**config.mk**
```make
export PLATFORM = sky130hd
export DESIGN_NAME = mbox_arb
export DESIGN_NICKNAME = d
export VERILOG_FILES = /design/src/rtl/mbox_arb_pkg.sv /design/src/rtl/mbox_arb_cca_sweep.sv /design/src/rtl/mbox_arb.sv
export SDC_FILE = /design/constraint.sdc
export NUM_CORES = 1
export LEC_CHECK = 0
export CAP_MARGIN = 5
export CORE_ASPECT_RATIO = 0.75
export CORE_MARGIN = 1.5
export CORE_UTILIZATION = 45
export CTS_CLUSTER_DIAMETER = 150
export CTS_CLUSTER_SIZE = 30
export DETAILED_ROUTE_END_ITERATION = 12
export GPL_TIMING_DRIVEN = 1
export PLACE_DENSITY = 0.78
export RECOVER_POWER = 25
export REMOVE_ABC_BUFFERS = 1
export SKIP_CTS_REPAIR_TIMING = 1
export SLEW_MARGIN = 10
export SYNTH_ARGS = -nofsm -noshare
export SYNTH_HDL_FRONTEND = slang
export SYNTH_SLANG_ARGS = --single-unit
```
**constraint.sdc**
```tcl
create_clock -name clk -period 3.8 [get_ports clk]
set_clock_uncertainty 0.2 [all_clocks]
set_input_delay 0.76 -clock clk [delete_from_list [all_inputs] [get_ports clk]]
set_output_delay 0.76 -clock clk [all_outputs]
set_load 0.02 [all_outputs]
```
**src/rtl/mbox_arb_pkg.sv**
```systemverilog
// rtl/mbox_arb_pkg.sv - shared encodings and defaults for the MBOX request arbiter
//
// Purpose: mbox_src encoding, default sweep/starvation parameters, the
// latched-reference record and the sweep-step address helper.
// Ports: none (package).
package mbox_arb_pkg;

   localparam logic [1:0] SRC_NONE = 2'd0;
   localparam logic [1:0] SRC_FE   = 2'd1;
   localparam logic [1:0] SRC_EBOX = 2'd2;
   localparam logic [1:0] SRC_CCA  = 2'd3;

   localparam int SWEEP_LINES_DEF  = 512;
   localparam int STARVE_LIMIT_DEF = 4;

   // Everything latched into the output registers on a grant.
   typedef struct packed {
      logic [22:0] adr;
      logic        write;
      logic        cca;
      logic [1:0]  src;
   } mref_t;

   // A sweep step addresses a cache line directly: the line index sits in the
   // low nine bits of the 23-bit address, everything above it is zero.
   function automatic logic [22:0] sweep_adr(input logic [8:0] cnt);
      return {14'b0, cnt};
   endfunction

endpackage

```
**src/rtl/mbox_arb_cca_sweep.sv**
```systemverilog
// rtl/mbox_arb_cca_sweep.sv - cache-clearer sweep sequencer for the MBOX arbiter
//
// Purpose: tracks the line index of a full-cache sweep, whether a sweep is
// running, and whether its next step still needs to be granted.
// Ports:
//   clk, rst      clock, synchronous active-high reset
//   cca_start     one-cycle pulse, starts a sweep when none is running
//   step_grant    arbiter granted the pending sweep step this edge
//   step_done     outstanding sweep step completed this edge
//   cca_busy      sweep in progress
//   cca_done      one-cycle pulse after the last step completes
//   step_pending  a sweep step is waiting for a grant
//   sweep_cnt     line index of the current step
module mbox_arb_cca_sweep
   import mbox_arb_pkg::*;
#(
   parameter int SWEEP_LINES = SWEEP_LINES_DEF
) (
   input  logic       clk,
   input  logic       rst,
   input  logic       cca_start,
   input  logic       step_grant,
   input  logic       step_done,
   output logic       cca_busy,
   output logic       cca_done,
   output logic       step_pending,
   output logic [8:0] sweep_cnt
);

   localparam logic [8:0] LAST_LINE = 9'(SWEEP_LINES - 1);

   // High while a sweep step is held by the arbiter (including retries).
   logic step_out;

   always_ff @(posedge clk) begin
      if (rst) begin
         cca_busy  <= 1'b0;
         cca_done  <= 1'b0;
         sweep_cnt <= 9'd0;
         step_out  <= 1'b0;
      end else begin
         cca_done <= 1'b0;
         if (step_grant) begin
            step_out <= 1'b1;
         end
         if (step_done) begin
            step_out <= 1'b0;
            if (sweep_cnt == LAST_LINE) begin
               sweep_cnt <= 9'd0;
               cca_busy  <= 1'b0;
               cca_done  <= 1'b1;
            end else begin
               sweep_cnt <= sweep_cnt + 9'd1;
            end
         end else if (cca_start && !cca_busy) begin
            // A start while a sweep runs is dropped on purpose.
            cca_busy  <= 1'b1;
            sweep_cnt <= 9'd0;
         end
      end
   end

   assign step_pending = cca_busy && !step_out;

endmodule

```
**src/rtl/mbox_arb.sv**
```systemverilog
// rtl/mbox_arb.sv - single-outstanding MBOX request arbiter for FE, EBOX and cache sweep
//
// Purpose: grants the MBOX request port to FE, EBOX or the sweep engine, keeps
// one reference outstanding, re-issues on retry and acknowledges completion.
// Ports:
//   clk, CROBAR                  clock, synchronous active-high reset
//   fe_req/fe_adr/fe_write       FE request (level, held until fe_ack)
//   ebox_req/ebox_adr/ebox_write EBOX request (level, held until ebox_ack)
//   cca_start                    pulse, starts a cache sweep
//   mbox_resp, mbox_retry        MBOX completion / re-issue pulses
//   mbox_req/adr/write/cca/src   registered outstanding reference
//   fe_ack, ebox_ack             completion pulses
//   cca_busy, cca_done           sweep status
module mbox_arb
   import mbox_arb_pkg::*;
#(
   parameter int SWEEP_LINES  = SWEEP_LINES_DEF,
   parameter int STARVE_LIMIT = STARVE_LIMIT_DEF
) (
   input  logic        clk,
   input  logic        CROBAR,
   input  logic        fe_req,
   input  logic [22:0] fe_adr,
   input  logic        fe_write,
   input  logic        ebox_req,
   input  logic [22:0] ebox_adr,
   input  logic        ebox_write,
   input  logic        cca_start,
   input  logic        mbox_resp,
   input  logic        mbox_retry,
   output logic        mbox_req,
   output logic [22:0] mbox_adr,
   output logic        mbox_write,
   output logic        mbox_cca,
   output logic [1:0]  mbox_src,
   output logic        fe_ack,
   output logic        ebox_ack,
   output logic        cca_busy,
   output logic        cca_done
);

   localparam logic [1:0] ST_IDLE  = 2'd0;
   localparam logic [1:0] ST_BUSY  = 2'd1;
   localparam logic [1:0] ST_RETRY = 2'd2;

   localparam int              SW         = $clog2(STARVE_LIMIT + 1);
   localparam logic [SW-1:0]   STARVE_MAX = SW'(STARVE_LIMIT);

   logic [1:0]    state;
   logic [SW-1:0] starve_cnt;
   logic          step_pending;
   logic          step_grant;
   logic          step_done;
   logic [8:0]    sweep_cnt;
   mref_t         fe_ref;
   mref_t         ebox_ref;
   mref_t         cca_ref;
   mref_t         grant;

   assign fe_ref   = '{adr: fe_adr, write: fe_write, cca: 1'b0, src: SRC_FE};
   assign ebox_ref = '{adr: ebox_adr, write: ebox_write, cca: 1'b0, src: SRC_EBOX};
   assign cca_ref  = '{adr: sweep_adr(sweep_cnt), write: 1'b0, cca: 1'b1, src: SRC_CCA};

   // A requester whose ack is showing this cycle is still holding its old
   // request; masking it keeps the just-finished reference from a second grant.
   always_comb begin
      grant = '0;
      if (state == ST_IDLE) begin
         if (step_pending && starve_cnt == STARVE_MAX) begin
            grant = cca_ref;
         end else if (fe_req && !fe_ack) begin
            grant = fe_ref;
         end else if (ebox_req && !ebox_ack) begin
            grant = ebox_ref;
         end else if (step_pending) begin
            grant = cca_ref;
         end
      end
   end

   assign step_grant = (grant.src == SRC_CCA);
   // Retry outranks a simultaneous response, so only a clean response retires.
   assign step_done  = (state == ST_BUSY) && mbox_resp && !mbox_retry && (mbox_src == SRC_CCA);

   always_ff @(posedge clk) begin
      if (CROBAR) begin
         state      <= ST_IDLE;
         mbox_req   <= 1'b0;
         mbox_adr   <= 23'd0;
         mbox_write <= 1'b0;
         mbox_cca   <= 1'b0;
         mbox_src   <= SRC_NONE;
         fe_ack     <= 1'b0;
         ebox_ack   <= 1'b0;
         starve_cnt <= '0;
      end else begin
         fe_ack   <= 1'b0;
         ebox_ack <= 1'b0;
         case (state)
            ST_IDLE: begin
               if (grant.src != SRC_NONE) begin
                  state      <= ST_BUSY;
                  mbox_req   <= 1'b1;
                  mbox_adr   <= grant.adr;
                  mbox_write <= grant.write;
                  mbox_cca   <= grant.cca;
                  mbox_src   <= grant.src;
               end
            end
            ST_BUSY: begin
               if (mbox_retry) begin
                  state    <= ST_RETRY;
                  mbox_req <= 1'b0;
               end else if (mbox_resp) begin
                  state    <= ST_IDLE;
                  mbox_req <= 1'b0;
                  mbox_cca <= 1'b0;
                  mbox_src <= SRC_NONE;
                  fe_ack   <= (mbox_src == SRC_FE);
                  ebox_ack <= (mbox_src == SRC_EBOX);
               end
            end
            ST_RETRY: begin
               // Address, write and source registers are untouched, so the
               // re-issue is identical to the original reference.
               state    <= ST_BUSY;
               mbox_req <= 1'b1;
            end
            default: state <= ST_IDLE;
         endcase

         if (!cca_busy || step_grant) begin
            starve_cnt <= '0;
         end else if (grant.src != SRC_NONE && starve_cnt != STARVE_MAX) begin
            starve_cnt <= starve_cnt + SW'(1);
         end
      end
   end

   mbox_arb_cca_sweep #(
      .SWEEP_LINES (SWEEP_LINES)
   ) u_sweep (
      .clk          (clk),
      .rst          (CROBAR),
      .cca_start    (cca_start),
      .step_grant   (step_grant),
      .step_done    (step_done),
      .cca_busy     (cca_busy),
      .cca_done     (cca_done),
      .step_pending (step_pending),
      .sweep_cnt    (sweep_cnt)
   );

endmodule

```
### Word level (Yosys, flattened, before mapping)

Cells that the tools add are included.

| cells by class | value |
|---|---|
| $add $sub $neg | 2 |
| equal/unequal tests | 14 |
| mux-type cells | 26 |
| bitwise gates (word level) | 3 |
| reduce and logical (&&, ||, !) cells | 29 |

Operators with widths:

| cell | count |
|---|---|
| $mux W27 | 4 |
| $mux W9 | 3 |
| $mux W13 | 1 |
| $mux W2 | 5 |
| $add A9 B1 Y9 const B | 1 |
| $eq A9 B9 Y1 const B | 1 |
| $logic_and A1 B1 Y1 | 9 |
| $mux W1 | 9 |
| $eq A2 B2 Y1 const B | 4 |
| $ne A3 B3 Y1 const B | 2 |
| $pmux W2 S3 | 1 |
| $reduce_and A2 Y1 | 3 |
| $reduce_bool A2 Y1 | 3 |
| $reduce_or A2 Y1 | 3 |
| $logic_not A1 Y1 | 5 |
| $eq A2 B1 Y1 const B | 2 |
| $ne A2 B1 Y1 const B | 2 |
| $ne A2 B2 Y1 const B | 2 |
| $pmux W2 S2 | 1 |
| $reduce_and A4 Y1 | 1 |
| $reduce_or A4 Y1 | 1 |
| $add A3 B1 Y3 const B | 1 |
| $eq A3 B3 Y1 const B | 1 |
| $not A1 Y1 | 3 |
| 6 further kinds | 6 |

| storage, ports and cells | value |
|---|---|
| flip-flop bits (word level) | 47 |
| output and inout port bits | 32 |
| logic and storage cells | 87 |

### Longest topological paths before layout

| depth | value |
|---|---|
| word-level depth | 10 |
| depth in mapped cells | 9 |
| depth with buffers taken out | 8 |

### Modules after synthesis

Synthesis repeated with hierarchy kept, for this count alone.

| unflattened totals | value |
|---|---|
| cell total of the unflattened synthesis | 259 |
| area, all modules | 2316.0 um^2 |

By module, submodules not included:

| module | instances | cells an instance | area an instance (um^2) | sequential area each (um^2) |
|---|---|---|---|---|
| mbox_arb | 1 | 191 | 1771.7 | 700.7 |
| mbox_arb_cca_sweep | 1 | 68 | 544.3 | 240.2 |

### Worst setup path before layout

No wires, ideal clock.

| path | value |
|---|---|
| path kind | flip-flop to flip-flop |
| start point | reg u_sweep.sweep_cnt[0] |
| end point | reg u_sweep.sweep_cnt[6] |
| arrival | 2000 ps |
| data required time | 3514 ps |
| setup slack | 1514 ps |
| stages on the path, launching flop included | 10 |
| cells stage by stage | dfxtp_1 -> ha_1 -> and3_1 -> and3_1 -> and3_1 -> ha_1 -> nor3_4 -> buf_6 -> a21oi_1 -> a211oi_1 |

| between the ends | value |
|---|---|
| cells in the longest elaborated chain, start to end | 3 |
| elaborated cells on any way between the ends | 4 |
| those cells by class | 1 x add/sub; 1 x eq/ne; 2 x mux |

RTL lines:

| what | line | RTL |
|---|---|---|
| from (decl) | mbox_arb_cca_sweep.sv:27 | `output logic [8:0] sweep_cnt` |
| from (signal assigned) | mbox_arb_cca_sweep.sv:53 | `sweep_cnt <= sweep_cnt + 9'd1;` |
| $add A9 B1 Y9 / $eq A9 B9 Y1 (equally long branches) | mbox_arb_cca_sweep.sv:53, mbox_arb_cca_sweep.sv:48 |  |
| $mux W9 * | mbox_arb_cca_sweep.sv:48 | `if (sweep_cnt == LAST_LINE) begin` |
| $mux W9 * | mbox_arb_cca_sweep.sv:46 | `if (step_done) begin` |

Mark *: on every way between the ends. The rest lies on a longest branch, timed or not.
A chain may end at the register's enable or synchronous reset.

### Worst setup path after layout

| path | value |
|---|---|
| start point | in fe_req |
| end point | reg mbox_src[0] |

| between the ends | value |
|---|---|
| cells in the longest elaborated chain, start to end | 7 |
| elaborated cells on any way between the ends | 9 |
| those cells by class | 1 x eq/ne; 5 x mux; 3 x reduce/logical |

RTL lines:

| what | line | RTL |
|---|---|---|
| from (decl) | mbox_arb.sv:22 | `input logic fe_req,` |
| $logic_and A1 B1 Y1 * | mbox_arb.sv:71 | `end else if (fe_req && !fe_ack) begin` |
| $mux W27 * | mbox_arb.sv:71 |  |
| $mux W27 * | mbox_arb.sv:69 | `if (step_pending && starve_cnt == STARVE_MAX) begin` |
| $mux W27 * | mbox_arb.sv:68 | `if (state == ST_IDLE) begin` |
| $reduce_bool A2 Y1 | mbox_arb.sv:101 | `if (grant.src != SRC_NONE) begin` |
| $ne A2 B1 Y1 (no line) | n/a |  |
| $reduce_and A4 Y1 (no line) | n/a |  |
| to (signal assigned) | mbox_arb.sv:107 | `mbox_src <= grant.src;` |
| to (decl) | mbox_arb.sv:35 | `output logic [1:0] mbox_src,` |

Mark *: on every way between the ends. The rest lies on a longest branch, timed or not. The select of a mux whose other input is x is not followed.

==> results.md <==
Outcome:
- The run finished, with violations left.
- The checks that failed: design-rule violations.

Setup path:
- The top cell family by delay on the critical path is simple AND/OR/NAND/NOR gates.
- The critical path data arrival time is 3.04 ns.
- The startpoint identified for the worst register-to-register timing path is u_sweep.sweep_cnt[0]$_SDFFE_PP0P_.
- The slack of the worst reg-to-reg path is 1.15 ns.
- For the worst setup path, the data required time is 3.84 ns.
- The number of buffer and inverter instances along the worst setup path is 1.
- The critical path class is in -> reg.
- In this design, the stage delay of the slowest critical-path cell is 0.84 ns.
- Along the worst path, the maximum fanout reaches 16.
- For the worst flop-to-flop path, the logic depth is 8.
- Traced cell by cell, the critical path runs through dlygate4sd3_1, nand2b_1, a311oi_4, nor2_1, a32o_1.
- The kind of end point of the critical path is a register.
- Among all stages on the critical path, the largest delay is contributed by nor2_1.
- STA classifies the critical path startpoint as an input pin.
- In this run the critical register-to-register path is captured at u_sweep.sweep_cnt[3]$_SDFFE_PP0P_.

CTS:
- Clock latency on the worst-skew pair, taken at its later pin, is 0.30 ns.
- The cell sitting at the root of the clock tree is a clkbuf_8.
- The maximum buffer depth of the clock tree is 2.
- The clock transition time at the flip-flop clock pins of the worst setup and hold paths is 0.08 ns.
- The TritonCTS clock tree is done.
- The total clock sinks is 47.
- The H-tree was split into 2 levels.
- TritonCTS created 5 clock buffers.

Power and ir drop:
- Summing internal, switching and leakage power gives approximately 1.1 mW.
- The cell area power density is 347 nW/um2.
- The worst-case IR drop observed on VDD is between 0.0002 and 0.00025 V.
- The leakage component of the power is approximately 1.2 nW.

Placed design:
- The number of placed instances, taps included is 385.
- The congestion estimate from routability-driven global placement came to 0.781.
- Buffers placed on the I/O ports in this run total 86.
- The half-perimeter wire length after detailed placement is 4380 um.
- The pre-CTS setup slack is 0.601 ns.
- The post-place instance area is 3120 um2.

Routing:
- The total number of vias is 2242.
- Wires add up to approximately 6200 um.
- In this run, the number of DRC markers left after iteration 0 of detailed routing was around 120.
- The via-per-instance ratio is 5.70.
- Dividing the detail-routed wire length by the instance count gives 15.9 um.
- Before antenna repair, the detailed router went through 8 iterations.
- The count of nets left with antenna violations once routing finished came out at 0.
- The number of DRC violations after detailed routing is 5.

Global route:
- Global routing used 22.2% of the available tracks.
- The via count of the first global-routing pass came to 2002.
- The first-pass GRT wire length is around 9700 um.
- For this run the aggregate overflow at the end of global routing stands at 0.
- The pin count of the biggest net entering global routing is 26.
- The number of antenna violations at the first check in global routing is 0.

Job:
- The reported max-cap violation count is 0.

STA:
- Across all setup checks in the final design, the least slack found is 0.801 ns.
- The number of pins exceeding their max-slew limit in the final report is 0.
- The worst hold slack across all endpoints is 0.263 ns.
- Derived from the worst setup path, the maximum achievable clock frequency is 333 MHz.
- Setup violations remaining at the end of the flow were counted as 0.
- The transition at the pin with the smallest max-transition slack is 1.20 ns.
- After layout, the worst path uses 78.9% of the clock period.
- The shortest clock period the worst path allows after layout is about 3 ns.
- Setup repair after global routing left no endpoint under its margin.
- The count of final hold-check violations is 0.
- The setup TNS is 0 ns.
- The worst pin sits at a relative slew slack of roughly a fifth.

Logic synthesis:
- The fraction of registers with async set/reset is 0%.
- The count of warnings emitted by yosys is 0.
- After synthesis, the largest area contributor takes up approximately two fifths of total cell area.
- The most used standard cell by instance count after synthesis is dfxtp_1.
- The total standard cell area after synthesis is 2270 um2.
- Of all cell types, the one taking the most synthesized area is dfxtp_1.
- Averaged over all synthesized cells, the footprint is 8.90 um2.
- In the synthesized netlist, the cells that appear most often are dfxtp_1 (47), nor2_1 (28), a21oi_1 (26).
- Counting flops with a built-in enable in the synthesized netlist gives 0.
- Counting distinct cell types in the post-synthesis netlist gives 40.
- The synthesized netlist cell count is 255.
- The number of synthesized register bits is 47.
- Yosys attributes the largest share of cell area to dfxtp_1 (41%), o2bb2ai_1 (5.8%), a21oi_1 (5.7%).
- Among all flip-flop cells after synthesis, the most frequent one is dfxtp_1.
- Sequential cells were found to cover 41.5% of the synthesized design area.

Floorplanning:
- The die covers between 5000 and 6000 um2.
- In this run the core area contains 22 standard-cell rows.
- The starting density of the core is 46.6%.
- The y dimension of the die is about 65 um.
- The number of placed I/O pins is a little under 90.
- The floorplan step set the die width to 85.0 um.
- The area of the placeable core is 4870 um2.

Final layout:
- The antenna cell count is 0.
- Summing all non-filler instances in the final layout gives an area of 3200 um2.
- After the flow finishes, the layout carries non-filler instances totaling 393.
- The net count of the finished layout is slightly below 400.
- Across the whole layout, storage elements account for 941 um2.
- The layout has 434 filler cells.
- Cells with a size suffix above 1 make up 3.90% of the layout.
- From synthesis to final layout, the design area changed by 40.8%.
- The footprint of the multi-input gates is 1190 um2.
- Cells fill 65.6% of the core in the end.

Min path:
- The worst hold-check path type is reg -> reg.
- The launch point of the worst hold path is mbox_adr[9]$_SDFFE_PP0P_.
- The cell depth of the worst min-delay path is 1.
- The endpoint of the worst hold path is mbox_adr[9]$_SDFFE_PP0P_.
## area by class of cell
cell class / instances / area share [%]
multi-input combinational: 183 / 37.3
sequential: 47 / 29.4
timing repair buffer: 90 / 27.7
clock buffer: 7 / 2.39
tap: 60 / 2.35
inverter: 5 / 0.587
clock inverter: 1 / 0.157
## logic make-up after synthesis
group	share of synthesized area [%]
AO/OA/AOI/OAI	29.9
adder cells (fa/ha/maj)	2.21
buffers and inverters	6.06
flip-flops	41.5
multiplexers	0.441
AND/OR/NAND/NOR	20.0
## power by group
part / internal (mW) / switching, mW / total (mW) / leakage, nW
Combinational: 0.137 / 0.133 / 0.270 / 0.729
Sequential: 0.524 / 0.0237 / 0.547 / 0.385
Clock: 0.129 / 0.162 / 0.292 / 0.0422
Total: 0.790 / 0.319 / 1.11 / 1.16
## cells in the final DEF, fill, tap and decap left out, drive strengths merged, types with 2 or more instances in the layout
cell	instances
a21oi	26
nor4b	2
a32o	2
nand2b	4
or3	9
nor2b	4
dfxtp	47
and3	5
nor4bb	2
clkbuf	8
a211oi	9
buf	3
ha	4
nand3	16
o21ai	5
a311oi	10
clkdlybuf4s50	71
a31oi	3
dlygate4sd3	15
nor3	5
nor2	28
inv	5
o2bb2ai	15
a22oi	17
nand2	6
## per-layer routing
layer	share of wire [%]	GRT usage (%)	up-vias	routed length (um)
met4	2.0	10.0	0	128
met5	0	0	-	0
met3	6.5	4.46	12	405
met2	43	32.1	66	2670
li1	-	-	1126	-
met1	49	31.7	1038	3050
## how the worst max path moves through the flow
stage / from / endpoint / depth (start not counted)
after floorplan: fe_req / mbox_src[1]$_SDFFE_PP0P_ / 4
after global placement: fe_req / mbox_src[0]$_SDFFE_PP0P_ / 5
after detailed placement: fe_req / mbox_src[0]$_SDFFE_PP0P_ / 5
after CTS: fe_req / mbox_src[0]$_SDFFE_PP0P_ / 5
after global routing: fe_req / mbox_src[0]$_SDFFE_PP0P_ / 5
final: fe_req / mbox_src[0]$_SDFFE_PP0P_ / 5
## registers in the layout (all words and copies together) (netlist names)
register           flops
u_sweep.sweep_cnt      9
mbox_src               2
state                  2
starve_cnt             3
u_sweep.cca_busy       1
u_sweep.cca_done       1
fe_ack                 1
mbox_req               1
mbox_adr              23
u_sweep.step_out       1
mbox_cca               1
ebox_ack               1
mbox_write             1
(Power assumes the default switching activity.)
